### src/rtl/mem_request_master_pkg.sv
// Shared definitions for the memory_unit request master: memory_unit func codes,
// core op codes, FSM states and the op/phase -> func mapping.
package mem_request_master_pkg;

  localparam int MEM_ADDR_W = 8;
  localparam int MEM_DATA_W = 16;

  localparam logic [1:0] FUNC_GET_FREE     = 2'd0;
  localparam logic [1:0] FUNC_GET_CONTENTS = 2'd1;
  localparam logic [1:0] FUNC_SET_CONTENTS = 2'd2;

  // A CONS always allocates exactly one cell before writing it.
  localparam int CONS_COUNT = 1;

  typedef enum logic [1:0] {
    OP_READ  = 2'b00,
    OP_WRITE = 2'b01,
    OP_ALLOC = 2'b10,
    OP_CONS  = 2'b11
  } op_e;

  typedef enum logic [1:0] {
    ST_IDLE  = 2'd0,
    ST_ISSUE = 2'd1,
    ST_WAIT  = 2'd2,
    ST_RESP  = 2'd3
  } state_e;

  function automatic logic [1:0] op_func(input op_e op, input logic phase);
    case (op)
      OP_READ:  op_func = FUNC_GET_CONTENTS;
      OP_WRITE: op_func = FUNC_SET_CONTENTS;
      OP_ALLOC: op_func = FUNC_GET_FREE;
      OP_CONS:  op_func = phase ? FUNC_SET_CONTENTS : FUNC_GET_FREE;
      default:  op_func = FUNC_GET_CONTENTS;
    endcase
  endfunction

endpackage

### src/rtl/mem_request_master_timer.sv
// Per-transaction watchdog: clearable, enabled while a memory op is outstanding,
// saturates at TIMEOUT and flags done there.
module mem_req_timer #(
  parameter int TIMEOUT = 255,
  parameter int CNT_W   = $clog2(TIMEOUT + 1)
) (
  input  logic clk,
  input  logic rst,
  input  logic clear,
  input  logic enable,
  output logic done
);

  logic [CNT_W-1:0] cnt_q, cnt_d;

  always_comb begin
    cnt_d = cnt_q;
    if (clear) begin
      cnt_d = '0;
    end else if (enable && !done) begin
      cnt_d = cnt_q + CNT_W'(1);
    end else begin
      cnt_d = cnt_q;
    end
  end

  always_ff @(posedge clk or posedge rst) begin
    if (rst) begin
      cnt_q <= '0;
    end else begin
      cnt_q <= cnt_d;
    end
  end

  assign done = (cnt_q == CNT_W'(TIMEOUT));

endmodule

### src/rtl/mem_request_master.sv
// Initiator for the memory_unit func/execute/is_ready interface: turns core
// READ/WRITE/ALLOC/CONS requests into memory transactions with a watchdog.
module mem_request_master
  import mem_request_master_pkg::*;
#(
  parameter int ADDR_W  = MEM_ADDR_W,
  parameter int DATA_W  = MEM_DATA_W,
  parameter int TIMEOUT = 255
) (
  input  logic              clk,
  input  logic              rst,
  input  logic              req_valid,
  output logic              req_ready,
  input  logic [1:0]        req_op,
  input  logic [ADDR_W-1:0] req_addr1,
  input  logic [ADDR_W-1:0] req_addr2,
  input  logic [DATA_W-1:0] req_data,
  output logic              rsp_valid,
  input  logic              rsp_ready,
  output logic [DATA_W-1:0] rsp_data1,
  output logic [DATA_W-1:0] rsp_data2,
  output logic [ADDR_W-1:0] rsp_addr,
  output logic              rsp_err,
  output logic              busy,
  output logic [1:0]        mem_func,
  output logic              mem_execute,
  output logic [ADDR_W-1:0] mem_address1,
  output logic [ADDR_W-1:0] mem_address2,
  output logic [DATA_W-1:0] mem_write_data,
  input  logic              mem_is_ready,
  input  logic [DATA_W-1:0] mem_read_data1,
  input  logic [DATA_W-1:0] mem_read_data2,
  input  logic [ADDR_W-1:0] mem_free_addr
);

  state_e            state_q, state_d;
  op_e               op_q, op_d;
  logic              phase_q, phase_d;
  logic              wait2_q, wait2_d;
  logic [ADDR_W-1:0] addr1_q, addr1_d;
  logic [ADDR_W-1:0] addr2_q, addr2_d;
  logic [DATA_W-1:0] data_q, data_d;
  logic [DATA_W-1:0] rdata1_q, rdata1_d;
  logic [DATA_W-1:0] rdata2_q, rdata2_d;
  logic [ADDR_W-1:0] raddr_q, raddr_d;
  logic              err_q, err_d;
  logic              timer_clear, timer_en, timer_done;

  mem_req_timer #(.TIMEOUT(TIMEOUT)) u_timer (
    .clk    (clk),
    .rst    (rst),
    .clear  (timer_clear),
    .enable (timer_en),
    .done   (timer_done)
  );

  always_ff @(posedge clk or posedge rst) begin
    if (rst) begin
      state_q  <= ST_IDLE;
      op_q     <= OP_READ;
      phase_q  <= 1'b0;
      wait2_q  <= 1'b0;
      addr1_q  <= '0;
      addr2_q  <= '0;
      data_q   <= '0;
      rdata1_q <= '0;
      rdata2_q <= '0;
      raddr_q  <= '0;
      err_q    <= 1'b0;
    end else begin
      state_q  <= state_d;
      op_q     <= op_d;
      phase_q  <= phase_d;
      wait2_q  <= wait2_d;
      addr1_q  <= addr1_d;
      addr2_q  <= addr2_d;
      data_q   <= data_d;
      rdata1_q <= rdata1_d;
      rdata2_q <= rdata2_d;
      raddr_q  <= raddr_d;
      err_q    <= err_d;
    end
  end

  always_comb begin
    state_d     = state_q;
    op_d        = op_q;
    phase_d     = phase_q;
    wait2_d     = wait2_q;
    addr1_d     = addr1_q;
    addr2_d     = addr2_q;
    data_d      = data_q;
    rdata1_d    = rdata1_q;
    rdata2_d    = rdata2_q;
    raddr_d     = raddr_q;
    err_d       = err_q;
    timer_clear = 1'b0;
    timer_en    = 1'b0;
    case (state_q)
      ST_IDLE: begin
        timer_clear = 1'b1;
        if (req_valid) begin
          op_d     = op_e'(req_op);
          addr1_d  = req_addr1;
          addr2_d  = req_addr2;
          data_d   = req_data;
          phase_d  = 1'b0;
          rdata1_d = '0;
          rdata2_d = '0;
          raddr_d  = '0;
          err_d    = 1'b0;
          state_d  = ST_ISSUE;
        end else begin
          state_d = ST_IDLE;
        end
      end
      ST_ISSUE: begin
        timer_en = 1'b1;
        wait2_d  = 1'b0;
        if (timer_done) begin
          rdata1_d = '0;
          rdata2_d = '0;
          raddr_d  = '0;
          err_d    = 1'b1;
          state_d  = ST_RESP;
        end else if (mem_is_ready) begin
          state_d = ST_WAIT;
        end else begin
          state_d = ST_ISSUE;
        end
      end
      ST_WAIT: begin
        timer_en = 1'b1;
        wait2_d  = 1'b1;
        // First WAIT cycle still shows the pre-execute ready, so it is ignored.
        if (timer_done) begin
          rdata1_d = '0;
          rdata2_d = '0;
          raddr_d  = '0;
          err_d    = 1'b1;
          state_d  = ST_RESP;
        end else if (wait2_q && mem_is_ready) begin
          case (op_q)
            OP_READ: begin
              rdata1_d = mem_read_data1;
              rdata2_d = mem_read_data2;
              state_d  = ST_RESP;
            end
            OP_WRITE: state_d = ST_RESP;
            OP_ALLOC: begin
              raddr_d = mem_free_addr;
              state_d = ST_RESP;
            end
            OP_CONS: begin
              if (!phase_q) begin
                raddr_d     = mem_free_addr;
                phase_d     = 1'b1;
                timer_clear = 1'b1;
                state_d     = ST_ISSUE;
              end else begin
                state_d = ST_RESP;
              end
            end
            default: state_d = ST_RESP;
          endcase
        end else begin
          state_d = ST_WAIT;
        end
      end
      ST_RESP: begin
        if (rsp_ready) begin
          state_d = ST_IDLE;
        end else begin
          state_d = ST_RESP;
        end
      end
      default: state_d = ST_IDLE;
    endcase
  end

  always_comb begin
    req_ready      = (state_q == ST_IDLE) && !rst;
    busy           = (state_q != ST_IDLE);
    rsp_valid      = (state_q == ST_RESP);
    rsp_data1      = rdata1_q;
    rsp_data2      = rdata2_q;
    rsp_addr       = raddr_q;
    rsp_err        = err_q;
    mem_execute    = (state_q == ST_ISSUE) && mem_is_ready && !timer_done;
    mem_func       = 2'd0;
    mem_address1   = '0;
    mem_address2   = '0;
    mem_write_data = '0;
    // CONS phase 1 writes the cell that phase 0 just allocated.
    if ((state_q == ST_ISSUE) || (state_q == ST_WAIT)) begin
      mem_func       = op_func(op_q, phase_q);
      mem_address1   = ((op_q == OP_CONS) && phase_q) ? raddr_q : addr1_q;
      mem_address2   = addr2_q;
      mem_write_data = ((op_q == OP_CONS) && !phase_q) ? DATA_W'(CONS_COUNT) : data_q;
    end else begin
      mem_func       = 2'd0;
      mem_address1   = '0;
      mem_address2   = '0;
      mem_write_data = '0;
    end
  end

endmodule

### config.mk
export PLATFORM = sky130hd
export DESIGN_NAME = mem_request_master
export DESIGN_NICKNAME = d
export VERILOG_FILES = /design/src/rtl/mem_request_master_pkg.sv /design/src/rtl/mem_request_master_timer.sv /design/src/rtl/mem_request_master.sv
export SDC_FILE = /design/constraint.sdc
export NUM_CORES = 1
export LEC_CHECK = 0
export ABC_CLOCK_PERIOD_IN_PS = 6100
export CAP_MARGIN = 0
export CORE_ASPECT_RATIO = 1.2
export CORE_MARGIN = 10
export CORE_UTILIZATION = 46
export DETAILED_ROUTE_END_ITERATION = 8
export PLACE_DENSITY = 0.9
export SLEW_MARGIN = 20
export SYNTH_ARGS = -nofsm -noshare
export SYNTH_HDL_FRONTEND = slang
export SYNTH_SLANG_ARGS = --single-unit
### constraint.sdc
create_clock -name clk -period 6.1 [get_ports clk]
set_input_delay 1.525 -clock clk [delete_from_list [all_inputs] [get_ports clk]]
set_output_delay 1.525 -clock clk [all_outputs]
set_load 0.03 [all_outputs]
# Word level (Yosys, flattened, before mapping)
# Cells that the tools add are included.
# totals
ff_bits	87
wordCells	106
# classes
n_mux	50
add_sub_neg	1
n_reduce_logical	26
n_eq_ne	17
# ops
operator	n
16-bit two-way mux	10
16-bit case mux with 3 select lines	2
8-bit two-way mux	10
8-bit case mux with 3 select lines	1
2-bit two-way mux	8
2-bit case mux with 4 select lines	2
8-bit case mux with 2 select lines	1
1-bit two-way mux	11
5-bit AND reduction	2
2-bit nonzero test	5
8-bit by 1-bit adder with 8-bit output (second input constant)	1
2-bit equality test (second input constant)	4
8-bit equality test (second input constant)	1
2-bit inequality test (second input constant)	4
1-bit case mux with 2 select lines	4
1-bit logical AND	7
6-bit AND reduction	1
2-bit by 1-bit equality test with 1-bit output (second input constant)	2
2-bit logical NOT	2
2-bit by 1-bit inequality test with 1-bit output (second input constant)	2
4-bit by 2-bit inequality test with 1-bit output (second input constant)	1
4-bit inequality test (second input constant)	1
2-bit case mux with 2 select lines	1
1-bit logical NOT	3
other kinds (8)	8

# Depth between registers and ports, before layout
# Gate-level depths: netlist of the first run.
# depth
word_depth	6
depth_mapped	8
depth_no_buf	6

# Hierarchy
# A second synthesis of the first run with hierarchy kept.
# hier_totals
cells_unflattened	374
area_unflattened_um2	4159.0
# modules_own_cells
module	area_per_inst_um2	instances	seq_area_each_um2	cells_per_inst
mem_request_master	3667.3	1	1976.9	326
mem_req_timer	491.7	1	200.2	48

# Worst setup path after synthesis of the first run
# No wires, ideal clock.
# synth_timing
path_kind	input to output
from	input rst
to	output req_ready
path_buffers	0
stages	1
arrival_ns	1.927
setup_slack_ns	2.648
cell_sequence	nor2_1
# synth_via
elab_chain_cells	2
# synth_lines
element	line	text
from (decl)	mem_request_master.sv:11	input logic rst,
1-bit logical NOT (no line)	--	
1-bit logical AND	mem_request_master.sv:182	req_ready = (state_q == ST_IDLE) && !rst;
to (decl)	mem_request_master.sv:13	output logic req_ready,
# No other way between the ends.

# Final worst setup path of the first run
# layout_timing
from	register state_q[0]
to	output mem_write_data[10]
# layout_via
elab_chain_cells	3
# layout_lines
element	line	text
from (decl)	mem_request_master.sv:36	state_e state_q, state_d;
from (signal assigned)	mem_request_master.sv:71	state_q <= state_d;
2-bit by 1-bit equality test with 1-bit output or 2-bit equality test (tied branches)	mem_request_master.sv:195	if ((state_q == ST_ISSUE) || (state_q == ST_WAIT)) begin
1-bit logical OR (*)	mem_request_master.sv:195	
16-bit two-way mux (*)	mem_request_master.sv:195	
to (decl)	mem_request_master.sv:29	output logic [DATA_W-1:0] mem_write_data,
# Every way passes the cells marked *; elsewhere a longest branch is shown, timed or not.

==> results.sh, run 1 <==
export IMPL_cts_root_buf="clkbuf_8"
export IMPL_core_area_um2=8150
export IMPL_clock_sinks=87
export IMPL_instances_no_fill=577
export IMPL_nets=543
export IMPL_gp_congestion=0.809
export IMPL_cts_tree="built"
export IMPL_finalCritPeriodShare_pct=74.4
export IMPL_antenna_left=0
export IMPL_cp_arrival_ns=3.01
export IMPL_synthFlopType="dfrtp_1"
export IMPL_antenna_found_initial=0
export IMPL_whs_ns=0.500
export IMPL_path_class="reg2out"
export IMPL_layout_drive_gt1_share_pct=13.0
export IMPL_wl_per_cell_um=18.8
export IMPL_vdd_drop_max_v=0.000369
export IMPL_crit_path_cell_trace="inv_1 > ha_1 > buf_4 > nor2b_1 > and2_1 > clkdlybuf4s50_1"
export IMPL_overflow=0
export IMPL_finalSetupViolCount=0
export IMPL_wl_um=10800
export IMPL_postCtsSetupBuffers=0
export IMPL_dpl_cell_area_um2=5490
export IMPL_ys_ff_latch=87
export IMPL_finalSetupTns_ns=0
export IMPL_synth_top_area_share_pct=56.5
export IMPL_drv_slew=0
export IMPL_grt_pass1_vias=3362
export IMPL_start_util_pct=47.3
export IMPL_relSlewSlack_pct=36.5
export IMPL_synth_area_leader_cell="dfrtp_1"
export IMPL_setup_worst_path_start_class="flip-flop"
export IMPL_cap_viol_max_count=0
export IMPL_outcome="complete, no violations"
export IMPL_h_tree_depth=3
export IMPL_async_reset_ff_share_pct=100
export IMPL_dr_pass1_iters=4
export IMPL_dr_wl_met2_um=5230
export IMPL_antenna_cells=0
export IMPL_skew_ns=0.0105
export IMPL_hold_viol=0
export IMPL_n_fill_cell=578
export IMPL_drt_initial_drc_count=199
export IMPL_ys_types=40
export IMPL_critical_path_max_stage_delay_ns=0.70
export IMPL_met3_length_um=945
export IMPL_chipHeight_um=120
export IMPL_critPathMaxFanout=31
export IMPL_grt_first_pass_wirelength_um=17800
export IMPL_grt_setup_unrepaired="no"
export IMPL_route_detailed_drc=0
export IMPL_io_pins=158
export IMPL_cp_slowest_cell="nor2b_1"
export IMPL_powerDensity_nw_per_um2=497
export IMPL_via_per_inst=5.30
export IMPL_seq_area_frac_synth_pct=56.5
export IMPL_final_util_pct=69.9
export IMPL_timing_fmax_mhz=220
export IMPL_hpwl_um=8050
export IMPL_required_ns=4.58
export IMPL_cts_resized=0
export IMPL_grtUsageTotal_pct=17.2
export IMPL_grt_max_degree=57
export IMPL_cts_buffers_inserted=9
export IMPL_met1Wirelength_um=4520
export IMPL_synth_cells=304
export IMPL_synth_avg_cell_area_um2=12.7
export IMPL_syn_to_final_growth_pct=47.9
export IMPL_routed_top_layer="met4"
export IMPL_die_area_um2=12500
export IMPL_holdBufCountCts=0
export IMPL_worstSetupEndpointType="output port"
export IMPL_num_vias=3057
export IMPL_hold_class="reg2reg"
export IMPL_clk_path_buf_depth=2
export IMPL_clk_latency_ns=0.35
export IMPL_fin_crit_ns=4.54
export IMPL_p_leak_nw=2.48
export IMPL_rows=36
export IMPL_synth_nets=389
export IMPL_synthesis_area_um2=3850
export IMPL_numPlacedInstances=561
export IMPL_worstMarginPinSlew_ns=0.951
export IMPL_die_w_um=104
export IMPL_fin_area_um2=5700
export IMPL_portBuffers=157
export IMPL_synth_area_leaders="dfrtp_1 (56%), mux2_2 (10%), a22o_1 (9.1%)"
export IMPL_cts_clk_slew_worst_paths_ns=0.09
export IMPL_yosys_warnings=0
export IMPL_synth_edf_count=0
-- per-stage QoR --
stage / power [mW] / setup WS, ns
floorplan: 1.82 / 2.32
global placement: 2.39 / 1.66
detailed placement: 2.44 / 1.62
CTS: 2.86 / 1.55
global route: 3.00 / 1.30
finish: 2.84 / 1.56
-- sequential cells by signal (all words and copies together), names as in the netlist --
| signal | flops |
|---|---|
| addr1_q | 8 |
| rsp_addr | 8 |
| addr2_q | 8 |
| u_timer.cnt_q | 8 |
| rsp_data2 | 16 |
| rsp_err | 1 |
| phase_q | 1 |
| data_q | 16 |
| rsp_data1 | 16 |
| state_q | 2 |
| op_q | 2 |
| wait2_q | 1 |
-- power by group --
group	internal, mW	total [mW]	switching (mW)
Combinational	0.677	1.55	0.869
Clock	0.202	0.413	0.211
Sequential	0.767	0.877	0.110
-- metal layers --
| layer | track usage, % | vias up |
|---|---|---|
| met3 | 6.38 | 12 |
| met1 | 20.9 | 1515 |
| li1 | - | 1403 |
| met5 | 0 | - |
| met4 | 5.74 | 0 |
| met2 | 27.5 | 127 |
-- kinds of logic (layout without fill, tap and decap cells) --
| logic type | count (synthesis) | after routing | share of synthesized area, % |
|---|---|---|---|
| muxes | 43 | 43 | 12.3 |
| DFF | 87 | 87 | 56.5 |
| and+or+nand+nor | 78 | 78 | 11.8 |
| adders and majority gates | 6 | 6 | 1.95 |
| buffers and inverters | 22 | 181 | 3.44 |
| AOI/OAI and AO/OA | 65 | 65 | 13.3 |
| xor gates and xnor gates | 3 | 3 | 0.682 |
-- layout by cell type (no fill, tap or decap), drive strengths merged, types with 2 or more instances in the layout --
cell	instances
clkbuf	10
a31oi	2
nand3	5
and2	23
buf	3
nor2	13
xor2	3
o41ai	2
clkinvlp	2
nor3b	3
nor2b	12
a21oi	6
a22o	40
dfrtp	87
nand2	10
clkinv	3
o21ai	7
clkdlybuf4s50	157
inv	5
mux2	35
nand4	2
nor3	2
ha	6
and4	3
mux2i	8
-- Yosys cell counts, types with 5 or more instances --
cell and n:
dfrtp_1 87, a22o_1 40, mux2_2 35, and2_1 23
nor2_1 13, nor2b_1 12, clkbuf_1 11, nand2_1 10
mux2i_1 8, a21oi_1 6, ha_1 6, o21ai_0 6
inv_1 5, nand3_1 5
-- layout make-up --
class | instances | area [um^2] | area share [%]
clock buffer | 10 | 138 | 2.41
clock inverter | 6 | 67.6 | 1.19
inverter | 5 | 20.0 | 0.351
multi-input combinational | 195 | 1560 | 27.4
sequential | 87 | 2180 | 38.2
tap | 114 | 143 | 2.50
timing repair buffer | 160 | 1590 | 28.0
-- worst max-delay path: cells and delay by family, from the launching register on --
kind          cells  cell delay [ns]
fa+ha+maj         1             0.28
buf+inv           3             1.04
flops             1             0.40
simple gates      2             0.94
-- worst paths after layout --
check / endpoint / slack [ns] / cells after the start / from
hold / removal: rsp_err / 0.50 / 1 / rsp_err
setup reg to reg: rsp_addr[6] / 3.80 / 5 / state_q[1]
min in group asynchronous: rsp_data1[8] / 1.72 / 2 / rst
setup / recovery: mem_write_data[10] / 1.56 / 6 / state_q[0]
hold reg to reg: rsp_err / 0.50 / 1 / rsp_err
max in group asynchronous: state_q[0] / 3.43 / 3 / rst
Power figures use the tool's default switching activity.
==> run 2, diff against run 1 <==
--- a/config.mk
+++ b/config.mk
@@ -5,13 +5,13 @@
 export SDC_FILE = /design/constraint.sdc
 export NUM_CORES = 1
 export LEC_CHECK = 0
-export ABC_CLOCK_PERIOD_IN_PS = 6100
+export ABC_CLOCK_PERIOD_IN_PS = 3650
 export CAP_MARGIN = 0
 export CORE_ASPECT_RATIO = 1.2
 export CORE_MARGIN = 10
-export CORE_UTILIZATION = 46
+export CORE_UTILIZATION = 39
 export DETAILED_ROUTE_END_ITERATION = 8
-export PLACE_DENSITY = 0.9
+export PLACE_DENSITY = 0.82
 export SLEW_MARGIN = 20
 export SYNTH_ARGS = -nofsm -noshare
 export SYNTH_HDL_FRONTEND = slang
==> constraint.sdc (replaced) <==
create_clock -name clk -period 3.65 [get_ports clk]
set_input_delay 0.9125 -clock clk [delete_from_list [all_inputs] [get_ports clk]]
set_output_delay 0.9125 -clock clk [all_outputs]
set_load 0.03 [all_outputs]
==> run 2 against run 1 <==
  * Cell count increased by 2.1%
  * Total power is 76% higher
  * Sequential share of layout area is 0.86 points lower
  * Critical endpoint is now mem_execute
  * Largest power group unchanged
  * Highest routed layer unchanged
==> results.sh, run 2 (synthesis results as in run 1) <==
export IMPL_cp_arrival_ns=2.39
export IMPL_num_vias=3017
export IMPL_finalCritPeriodShare_pct=90.5
export IMPL_rrSetupSlack_ns=1.51
export IMPL_p_leak_nw=2.55
export IMPL_cts_tree="built"
export IMPL_holdBufCountCts=0
export IMPL_finalSetupTns_ns=0
export IMPL_wl_per_cell_um=18.6
export IMPL_hpwl_um=8250
export IMPL_portBuffers=157
export IMPL_crit_path_cell_trace="ha_1 > nand3_1 > or2_1 > and3_1 > clkdlybuf4s50_1"
export IMPL_skew_ns=0.00762
export IMPL_grt_setup_unrepaired="no"
export IMPL_nets=546
export IMPL_mostFrequentLayoutCells="clkdlybuf4s50_1 (156), dfrtp_1 (87), a22o_1 (40)"
export IMPL_hold_class="reg2reg"
export IMPL_die_w_um=111
export IMPL_gp_congestion=0.799
export IMPL_worstMarginPinSlew_ns=0.674
export IMPL_antenna_found_initial=0
export IMPL_p_total_mw=4.99
export IMPL_h_tree_depth=3
export IMPL_cts_resized=0
export IMPL_vdd_drop_max_v=0.000568
export IMPL_cts_buffers_inserted=9
export IMPL_critical_path_max_stage_delay_ns=0.68
export IMPL_path_class="reg2out"
export IMPL_dr_pass1_iters=5
export IMPL_clock_sinks=87
export IMPL_whs_ns=0.487
export IMPL_finalSetupViolCount=0
export IMPL_clk_latency_ns=0.33
export IMPL_final_common_cell="clkdlybuf4s50_1"
export IMPL_fin_crit_ns=3.30
export IMPL_grt_first_pass_wirelength_um=17600
export IMPL_die_area_um2=14300
export IMPL_drv_slew=0
export IMPL_relSlewSlack_pct=53.9
export IMPL_syn_to_final_growth_pct=51.3
export IMPL_cap_viol_max_count=0
export IMPL_antenna_left=0
export IMPL_via_per_inst=5.12
export IMPL_hold_viol=0
export IMPL_antenna_cells=0
export IMPL_drt_initial_drc_count=149
export IMPL_chipHeight_um=129
export IMPL_start_util_pct=40.1
export IMPL_cp_slowest_cell="clkdlybuf4s50_1"
export IMPL_io_pins=158
export IMPL_setup_worst_path_start_class="flip-flop"
export IMPL_worstSetupEndpointType="output port"
export IMPL_layout_drive_gt1_share_pct=13.5
export IMPL_cts_root_buf="clkbuf_16"
export IMPL_core_area_um2=9610
export IMPL_pre_cts_slack_ns=0.420
export IMPL_wl_um=11000
export IMPL_rows=39
export IMPL_timing_fmax_mhz=303
export IMPL_grt_pass1_vias=3275
export IMPL_powerDensity_nw_per_um2=855
export IMPL_grtUsageTotal_pct=15.0
export IMPL_cp_top_family="simple AND/OR/NAND/NOR gates"
export IMPL_outcome="complete, no violations"
export IMPL_grt_max_degree=59
export IMPL_cts_clk_slew_worst_paths_ns=0.06
export IMPL_path_buf_inv=1
export IMPL_overflow=0
export IMPL_critPathMaxFanout=7
export IMPL_clk_path_buf_depth=2
export IMPL_fin_ws_ns=0.347
export IMPL_route_detailed_drc=0
export IMPL_postCtsSetupBuffers=0
export IMPL_required_ns=2.74
==> run 2: per-layer routing <==
layer / GRT usage, % / vias up / part of all wire, % / wire length (um)
met3: 6.46 / 16 / 8.0 / 882
li1: - / 1414 / - / -
met4: 4.83 / 0 / 1.7 / 187
met5: 0 / - / 0 / 0
met1: 16.2 / 1481 / 38 / 4220
met2: 25.9 / 106 / 52 / 5670
==> run 2: final cells by class <==
type,instances,area (um^2)
tap,123,154
multi-input combinational,195,1550
sequential,87,2180
fill,742,3780
timing repair buffer,163,1630
inverter,5,20.0
clock inverter,5,57.6
clock buffer,11,243
==> run 2: worst paths after layout <==
check | start | endpoint | cells past startpoint
worst max-delay path | u_timer.cnt_q[0] | mem_execute | 5
worst min-delay path | rsp_err | rsp_err | 1
worst max register to register | state_q[1] | rsp_addr[0] | 5
worst min register to register | rsp_err | rsp_err | 1
max in group asynchronous | rst | rsp_data1[12] | 3
min in group asynchronous | rst | addr2_q[3] | 2
==> run 2: per-stage QoR <==
stage	instances	util, %	instance area [um^2]
after detailed placement	573	57.5	5530
after global placement	573	57.5	5530
final	589	60.7	5830
after CTS	589	60.6	5830
after global routing	589	60.7	5830
after floorplan	304	-	3850
==> run 2: where the power goes <==
group	leakage [nW]	switching, mW	internal [mW]
Clock	0.149	0.358	0.549
Combinational	1.28	1.45	1.16
Sequential	1.13	0.184	1.28
Total	2.55	1.99	2.99
==> run 3, diff against run 2 <==
--- a/config.mk
+++ b/config.mk
@@ -7,11 +7,12 @@
 export LEC_CHECK = 0
 export ABC_CLOCK_PERIOD_IN_PS = 3650
 export CAP_MARGIN = 0
-export CORE_ASPECT_RATIO = 1.2
+export CORE_ASPECT_RATIO = 1.75
 export CORE_MARGIN = 10
 export CORE_UTILIZATION = 39
 export DETAILED_ROUTE_END_ITERATION = 8
 export PLACE_DENSITY = 0.82
+export SKIP_CTS_REPAIR_TIMING = 1
 export SLEW_MARGIN = 20
 export SYNTH_ARGS = -nofsm -noshare
 export SYNTH_HDL_FRONTEND = slang
==> run 3 against run 2 <==
  * Global-route usage is 0.25 points higher
  * Non-clock buffer count stayed put
  * Utilization is 1.6 points lower
  * Clock power is 5.4% lower
  * Sequential power hardly changed
  * Routed wire length is 0.85% higher
  * Worst setup slack worse by 0.019 ns
  * Maximum frequency is 0.58% lower
  * Total power is 1.6% lower
  * Worst hold slack better by 0.013 ns
  * Largest cell class unchanged
==> results.sh, run 3 (synthesis results as in run 1) <==
export IMPL_outcome="complete, no violations"
export IMPL_regArea_um2=2180
export IMPL_antenna_cells=0
export IMPL_fin_area_um2=5780
export IMPL_grt_pass1_vias=3329
export IMPL_path_class="reg2out"
export IMPL_met3_length_um=1400
export IMPL_cts_root_buf="clkbuf_16"
export IMPL_nets=546
export IMPL_finalCritPeriodShare_pct=91.0
export IMPL_cts_clk_slew_worst_paths_ns=0.07
export IMPL_overflow=0
export IMPL_via_per_inst=5.13
export IMPL_drt_initial_drc_count=126
export IMPL_rrSetupSlack_ns=1.52
export IMPL_hold_class="reg2reg"
export IMPL_rows=48
export IMPL_num_vias=3033
export IMPL_clk_path_buf_depth=2
export IMPL_required_ns=2.74
export IMPL_antenna_found_initial=0
export IMPL_met1Wirelength_um=3840
export IMPL_timing_fmax_mhz=301
export IMPL_grt_max_degree=46
export IMPL_whs_path_depth=1
export IMPL_min_from="rsp_data1[4]"
export IMPL_io_pins=158
export IMPL_worstMarginPinSlew_ns=0.782
export IMPL_layout_drive_gt1_share_pct=16.7
export IMPL_instances_no_fill=591
export IMPL_vdd_drop_max_v=0.000595
export IMPL_routed_top_layer="met4"
export IMPL_numPlacedInstances=575
export IMPL_syn_to_final_growth_pct=49.9
export IMPL_worstReg2RegEnd="rsp_data1[6]"
export IMPL_dr_wl_met2_um=5680
export IMPL_whs_ns=0.500
export IMPL_cts_buffers_inserted=9
export IMPL_portBuffers=157
export IMPL_fin_crit_ns=3.32
export IMPL_grt_first_pass_wirelength_um=17300
export IMPL_n_fill_cell=767
export IMPL_hpwl_um=8500
export IMPL_mostFrequentLayoutCells="clkdlybuf4s50_1 (142), dfrtp_1 (87), a22o_1 (40)"
export IMPL_finalSetupTns_ns=0
export IMPL_p_leak_nw=2.57
export IMPL_wl_um=11100
export IMPL_setup_worst_path_start_class="flip-flop"
export IMPL_relSlewSlack_pct=47.8
export IMPL_antenna_left=0
export IMPL_finalSetupViolCount=0
export IMPL_worstSetupEndpointType="output port"
export IMPL_cap_viol_max_count=0
export IMPL_critPathMaxFanout=12
export IMPL_grt_setup_unrepaired="no"
export IMPL_hold_viol=0
export IMPL_drv_slew=0
export IMPL_h_tree_depth=3
export IMPL_skew_ns=0.0131
export IMPL_cp_arrival_ns=2.41
export IMPL_reg2reg_from="state_q[0]"
export IMPL_gp_congestion=0.796
export IMPL_core_area_um2=9790
export IMPL_dpl_cell_area_um2=5490
export IMPL_clk_latency_ns=0.33
export IMPL_dr_pass1_iters=4
export IMPL_hold_path_endpoint="rsp_data1[4]"
export IMPL_start_util_pct=39.4
export IMPL_die_w_um=95.2
export IMPL_route_detailed_drc=0
export IMPL_final_common_cell="clkdlybuf4s50_1"
export IMPL_wl_per_cell_um=18.7
export IMPL_powerDensity_nw_per_um2=849
export IMPL_multi_input_area_um2=1550
export IMPL_clock_sinks=87
export IMPL_grtUsageTotal_pct=15.2
export IMPL_worst_r2r_path_depth=6
export IMPL_die_area_um2=14400
export IMPL_chipHeight_um=152
export IMPL_cts_tree="built"
run 3: area by class of cell:
cell class,count,share of cell area [%]
Clock inverter,7,0.953
Inverter,5,0.346
Sequential cell,87,37.7
Multi-Input combinational cell,195,26.9
Timing Repair Buffer,163,27.5
Tap cell,125,2.71
Clock buffer,9,3.90
run 3: report_power, final:
| part | internal, mW | total, mW | switching, mW |
|---|---|---|---|
| registers | 1.28 | 1.46 | 0.181 |
| clock network | 0.471 | 0.858 | 0.387 |
| logic | 1.13 | 2.59 | 1.46 |
| total | 2.88 | 4.91 | 2.03 |
run 3: metal layers:
metal / track usage, % / up-vias
met3: 8.49 / 10
li1: - / 1410
met5: 0 / -
met4: 4.06 / 0
met1: 15.4 / 1482
met2: 26.1 / 131
run 3: worst max-delay path by stage:
stage	startpoint	end	cells after the start
global placement	mem_is_ready	mem_execute	3
detailed placement	mem_is_ready	mem_execute	3
finish	state_q[0]	mem_func[1]	5
global route	state_q[1]	mem_func[1]	5
floorplan	rst	addr1_q[0]	1
CTS	state_q[0]	mem_func[1]	5
run 3: worst max-delay path: stages, from the launching register on:
cell             delay (ns)
dfrtp_1                0.40
inv_1                  0.08
ha_1                   0.52
buf_4                  0.24
o211a_1                0.16
clkdlybuf4s50_1        0.69
run 3: through the flow:
step | utilization, % | worst slack, ns | power, mW
2_1_floorplan | - | 0.487 | 3.04
3_3_place_gp | 56.1 | 0.412 | 4.01
3_5_place_dp | 56.1 | 0.396 | 4.07
4_1_cts | 59.0 | 0.296 | 4.96
5_1_grt | 59.0 | 0.197 | 5.19
6_report | 59.0 | 0.328 | 4.91
==> RTL change 1: new RTL, config.mk and constraints of run 3 <==
Encoding of `state_e`: now one-hot (4 bits for 4 states).
--- a/src/rtl/mem_request_master_pkg.sv
+++ b/src/rtl/mem_request_master_pkg.sv
@@ -19,11 +19,11 @@
     OP_CONS  = 2'b11
   } op_e;
 
-  typedef enum logic [1:0] {
-    ST_IDLE  = 2'd0,
-    ST_ISSUE = 2'd1,
-    ST_WAIT  = 2'd2,
-    ST_RESP  = 2'd3
+  typedef enum logic [3:0] {
+    ST_IDLE  = 4'b0001,
+    ST_ISSUE = 4'b0010,
+    ST_WAIT  = 4'b0100,
+    ST_RESP  = 4'b1000
   } state_e;
 
   function automatic logic [1:0] op_func(input op_e op, input logic phase);
Formal check against the unedited RTL: same outputs for any inputs over 4 cycles, from zero or initial values and one cycle with rst high; so few cycles prove little.
==> RTL change 1 against run 3 <==
Global-route usage rose by 0.36 points; power fell by 21%; cell area rose by 3.2%; cell count rose by 13%; critical path depth fell by 1; area after synthesis rose by 5.0%; wire length rose by 8.8%; clock skew fell by 0.0064 ns; hold slack got worse by 0.016 ns; sequential cell count rose by 2; setup slack got worse by 0.12 ns; via count rose by 9.7%.
==> RTL change 1: results (changes against run 3) <==
| Metric | Value |
|---|---|
| Wire length on met2 | 6.69 mm (was 5.68 mm) |
| Placed inst area | 0.00571 mm2 (was 0.00549 mm2) |
| GRT Total Usage | 0.156 (was 0.152) |
| Initial DRC count | 101 (was 126) |
| Mapped Nets | 458 (was 389) |
| Area grow syn2layout | 47.3% (was 49.9%) |
| Synth Area in Compound Gates | 0.0970 (was 0.133) |
| Sw Ratio | 0.383 (was 0.413) |
| Max VDD drop | 0.353 mV (was 0.595 mV) |
| Synth Area in Adders | 0.00309 (was 0.0195) |
| Leak pwr | 2.56 nW (was 2.57 nW) |
| Fill count | 856 (was 767) |
| Met3 Use GR | 0.0571 (was 0.0849) |
| R2R Setup Slk | 1.45 ns (was 1.52 ns) |
| Drt total wl | 12.0 mm (was 11.1 mm) |
| Hold_sp | rsp_data1[7] (was rsp_data1[4]) |
| Clock net power | 0.000826 W (was 0.000858 W) |
| Synth area leaders | dfrtp_1 54%, mux2_2 8.1%, nand2_1 6.8% (was dfrtp_1 56%, mux2_2 10%, a22o_1 9.1%) |
| Vias in the first global route | 3520 (was 3329) |
| Seq/Total Area, Yosys | 0.550 (was 0.565) |
| Gpl congestion | 0.839 (was 0.796) |
| FF-to-FF path depth | 5 (was 6) |
| Tightest Pin Transition | 0.864 ns (was 0.782 ns) |
| Largest net degree at the start of global routing | 65 (was 46) |
| First-pass GRT wire length | 18.9 mm (was 17.3 mm) |
| Largest family of logic cells by synthesized area | simple AND/OR/NAND/NOR gates (was compound AO/OA/AOI/OAI gates) |
| Share of post-route cells with drive strength above 1 | 0.150 (was 0.167) |
| Outcome | finished clean (unchanged) |
| Unique masters post-synth | 47 (was 40) |
| Post-synth top cells | 88 x dfrtp_1, 73 x nand2_1, 32 x o21ai_1 (was 87 x dfrtp_1, 40 x a22o_1, 35 x mux2_2) |
| Met1 GRT Util | 0.149 (was 0.154) |
| Routed vias | 3326 (was 3033) |
| CP Data Arrival Time | 2.53 ns (was 2.41 ns) |
| Nets@finish | 615 (was 546) |
| Reg-to-reg endpoint | op_q[0] (was rsp_data1[6]) |
| Post-synthesis xor/xnor area fraction | 0.0241 (was 0.00682) |
[RTL change 1: changes by cell type after synthesis, moves of 6 or more]
cell	run 3	this run
a22o_1	40	8
and2_1	23	15
and3_1	1	10
buf_2	1	10
clkbuf_1	11	5
mux2_2	35	29
nand2_1	10	73
nor2_1	13	27
nor2b_1	12	1
o21ai_1	1	32
xnor2_1	0	7
[RTL change 1: area by class of cell]
type / count / share of cell area
sequential: 89 / 0.374
multi-input combinational: 265 / 0.287
timing repair buffer: 163 / 0.265
clock buffer: 12 / 0.0396
tap: 127 / 0.0266
inverter: 7 / 0.00462
clock inverter: 4 / 0.00378
[RTL change 1: metrics by stage]
stage | instances | power, W | setup WS [ns] | hold WS, ns
after CTS | 667 | 0.00393 | 0.173 | 0.488
after floorplan | 378 | 0.00252 | 0.432 | 0.456
after global routing | 667 | 0.00412 | 0.0170 | 0.512
after global placement | 651 | 0.00303 | 0.349 | 0.468
final | 667 | 0.00389 | 0.211 | 0.484
after detailed placement | 651 | 0.00310 | 0.349 | 0.475
==> RTL change 2: new RTL, config.mk and constraints of run 3 <==
Without the edit above. `TIMEOUT` is set to 255 in 2 places; all go to 510.
--- a/src/rtl/mem_request_master_timer.sv
+++ b/src/rtl/mem_request_master_timer.sv
@@ -1,7 +1,7 @@
 // Per-transaction watchdog: clearable, enabled while a memory op is outstanding,
 // saturates at TIMEOUT and flags done there.
 module mem_req_timer #(
-  parameter int TIMEOUT = 255,
+  parameter int TIMEOUT = 510,
   parameter int CNT_W   = $clog2(TIMEOUT + 1)
 ) (
   input  logic clk,
--- a/src/rtl/mem_request_master.sv
+++ b/src/rtl/mem_request_master.sv
@@ -5,7 +5,7 @@
 #(
   parameter int ADDR_W  = MEM_ADDR_W,
   parameter int DATA_W  = MEM_DATA_W,
-  parameter int TIMEOUT = 255
+  parameter int TIMEOUT = 510
 ) (
   input  logic              clk,
   input  logic              rst,
Check against the original RTL: same outputs for any inputs over 4 cycles, from zero or initial values and one cycle with rst high; that may be too few to reach the edited logic, so the function may still have changed.
==> RTL change 2 against run 3 <==
Global-route usage increased by 0.16 points; wire length increased by 8.0%; setup slack got worse by 0.038 ns; die area up 6.5%; via count up 8.9%; utilization is 0.78 points higher; clock skew decreased by 0.0027 ns; non-clock buffer count unchanged; cell count up 12%; power increased by 6.7%; largest power group unchanged; sequential cell count up 1; cell area grew 7.2%; area after synthesis up 7.9%; sequential share of layout area is 2.1 points lower.
==> RTL change 2: results (changes against run 3) <==
| Metric | Value |
|---|---|
| Outcome | finished clean (unchanged) |
| GRT Total Usage | 0.154 (was 0.152) |
| Non-clock buffer share | 0.271 (was 0.275) |
| Initial DRC count | 159 (was 126) |
| Wire length on met2 | 6.81 mm (was 5.68 mm) |
| Worst path slowest cell | nor2_1 (was clkdlybuf4s50_1) |
| Sequential cell area share | 0.355 (was 0.377) |
| Fill count | 844 (was 767) |
| Dpl cells | 645 (was 575) |
| Crit-path max cell delay | 0.73 ns (was 0.69 ns) |
| Largest net degree at the start of global routing | 48 (was 46) |
| Fraction of area in multi-input gates | 0.279 (was 0.269) |
| DP Worst Slack | 0.366 ns (was 0.396 ns) |
| CP Data Arrival Time | 2.45 ns (was 2.41 ns) |
| CTS H-tree lvls | 3 (unchanged) |
| First-pass GRT wire length | 19.1 mm (was 17.3 mm) |
| R2R Setup Slk | 1.39 ns (was 1.52 ns) |
| Max VDD drop | 0.491 mV (was 0.595 mV) |
| Avg Vias per Cell | 4.98 (was 5.13) |
| RR Startpoint | u_timer.cnt_q[0] (was state_q[0]) |
| Vias in the first global route | 3667 (was 3329) |
| Share of post-route cells with drive strength above 1 | 0.151 (was 0.167) |
| Ant diodes | 1 (was 0) |
| Routed vias | 3303 (was 3033) |
| Largest delay share family, worst path | simple AND/OR/NAND/NOR gates (was buffers and inverters) |
| # port buffers | 157 (unchanged) |
| ClkCell Share | 0.0442 (was 0.0485) |
| Worst Path Max Fanout | 15 (was 12) |
| Max_slew headroom | 0.418 (was 0.478) |
| Met2 Usage GRT | 0.290 (was 0.261) |
| Nonclk inv count | 40 (was 5) |
| Gpl congestion | 0.797 (was 0.796) |
| Reg-to-reg endpoint | u_timer.cnt_q[1] (was rsp_data1[6]) |
| Min-Delay Endpoint | data_q[2] (was rsp_data1[4]) |
| Count of multi-input gates | 228 (was 195) |
| Post-synth top cells | 88 x dfrtp_1, 41 x mux2i_1, 40 x inv_1 (was 87 x dfrtp_1, 40 x a22o_1, 35 x mux2_2) |
| Clock skew | 0.0104 ns (was 0.0131 ns) |
| Met1 GRT Util | 0.145 (was 0.154) |
| Drt total wl | 11.9 mm (was 11.1 mm) |
| Met3 Use GR | 0.0595 (was 0.0849) |
| Syn Area/Cell | 11.1 um2 (was 12.7 um2) |
| WL met3 | 965 um (was 1.40 mm) |
| Nets@finish | 616 (was 546) |
| Leak pwr | 2.77 nW (was 2.57 nW) |
| Met1 WL | 3.95 mm (was 3.84 mm) |
| Synth area leaders | dfrtp_1 53%, mux2i_1 9.9%, mux2_2 9.5% (was dfrtp_1 56%, mux2_2 10%, a22o_1 9.1%) |
| Dpl hpwl | 9.29 mm (was 8.50 mm) |
| Clock Sink Count | 88 (was 87) |
| Mapped Nets | 460 (was 389) |
| Hold_sp | data_q[2] (was rsp_data1[4]) |
-- RTL change 2: changes by cell type after synthesis, sizes merged, moves of 4 or more --
cell | run 3 | this run
a21oi | 6 | 12
nor3 | 2 | 6
a22o | 40 | 8
mux2i | 8 | 41
inv | 5 | 40
nor2b | 12 | 2
nand2 | 10 | 37
nor2 | 13 | 21
-- RTL change 2: worst max-delay path by stage --
stage                              endpoint  cells past startpoint         start  slack [ns]
after floorplan                  addr1_q[0]                      1           rst        0.46
after global placement          mem_execute                      3  mem_is_ready        0.41
after detailed placement        mem_execute                      3  mem_is_ready        0.37
after CTS                 mem_write_data[7]                      6    state_q[0]        0.24
after global routing      mem_write_data[5]                      6    state_q[0]        0.07
final                     mem_write_data[7]                      6    state_q[0]        0.29
-- RTL change 2: where the power goes --
part / total (W) / internal, W / switching (W)
clock network: 0.000847 / 0.000461 / 0.000386
registers: 0.00149 / 0.00130 / 0.000193
logic: 0.00289 / 0.00129 / 0.00160
-- RTL change 2: cells by family after synthesis --
logic type,share of synthesized area
XOR/XNOR,0.00632
adder cells (fa/ha/maj),0.0211
buffers and inverters,0.0569
flip-flops,0.530
AND/OR/NAND/NOR,0.132
multiplexers,0.193
AO/OA/AOI/OAI,0.0611
-- RTL change 2: metrics by stage --
| stage | cell area, um2 | power [W] | hold slack, ns |
|---|---|---|---|
| after global placement | 5880 | 0.00432 | 0.479 |
| final | 6200 | 0.00524 | 0.500 |
| after global routing | 6190 | 0.00553 | 0.516 |
| after CTS | 6170 | 0.00526 | 0.500 |
| after detailed placement | 5890 | 0.00440 | 0.485 |
| after floorplan | 4160 | 0.00324 | 0.471 |
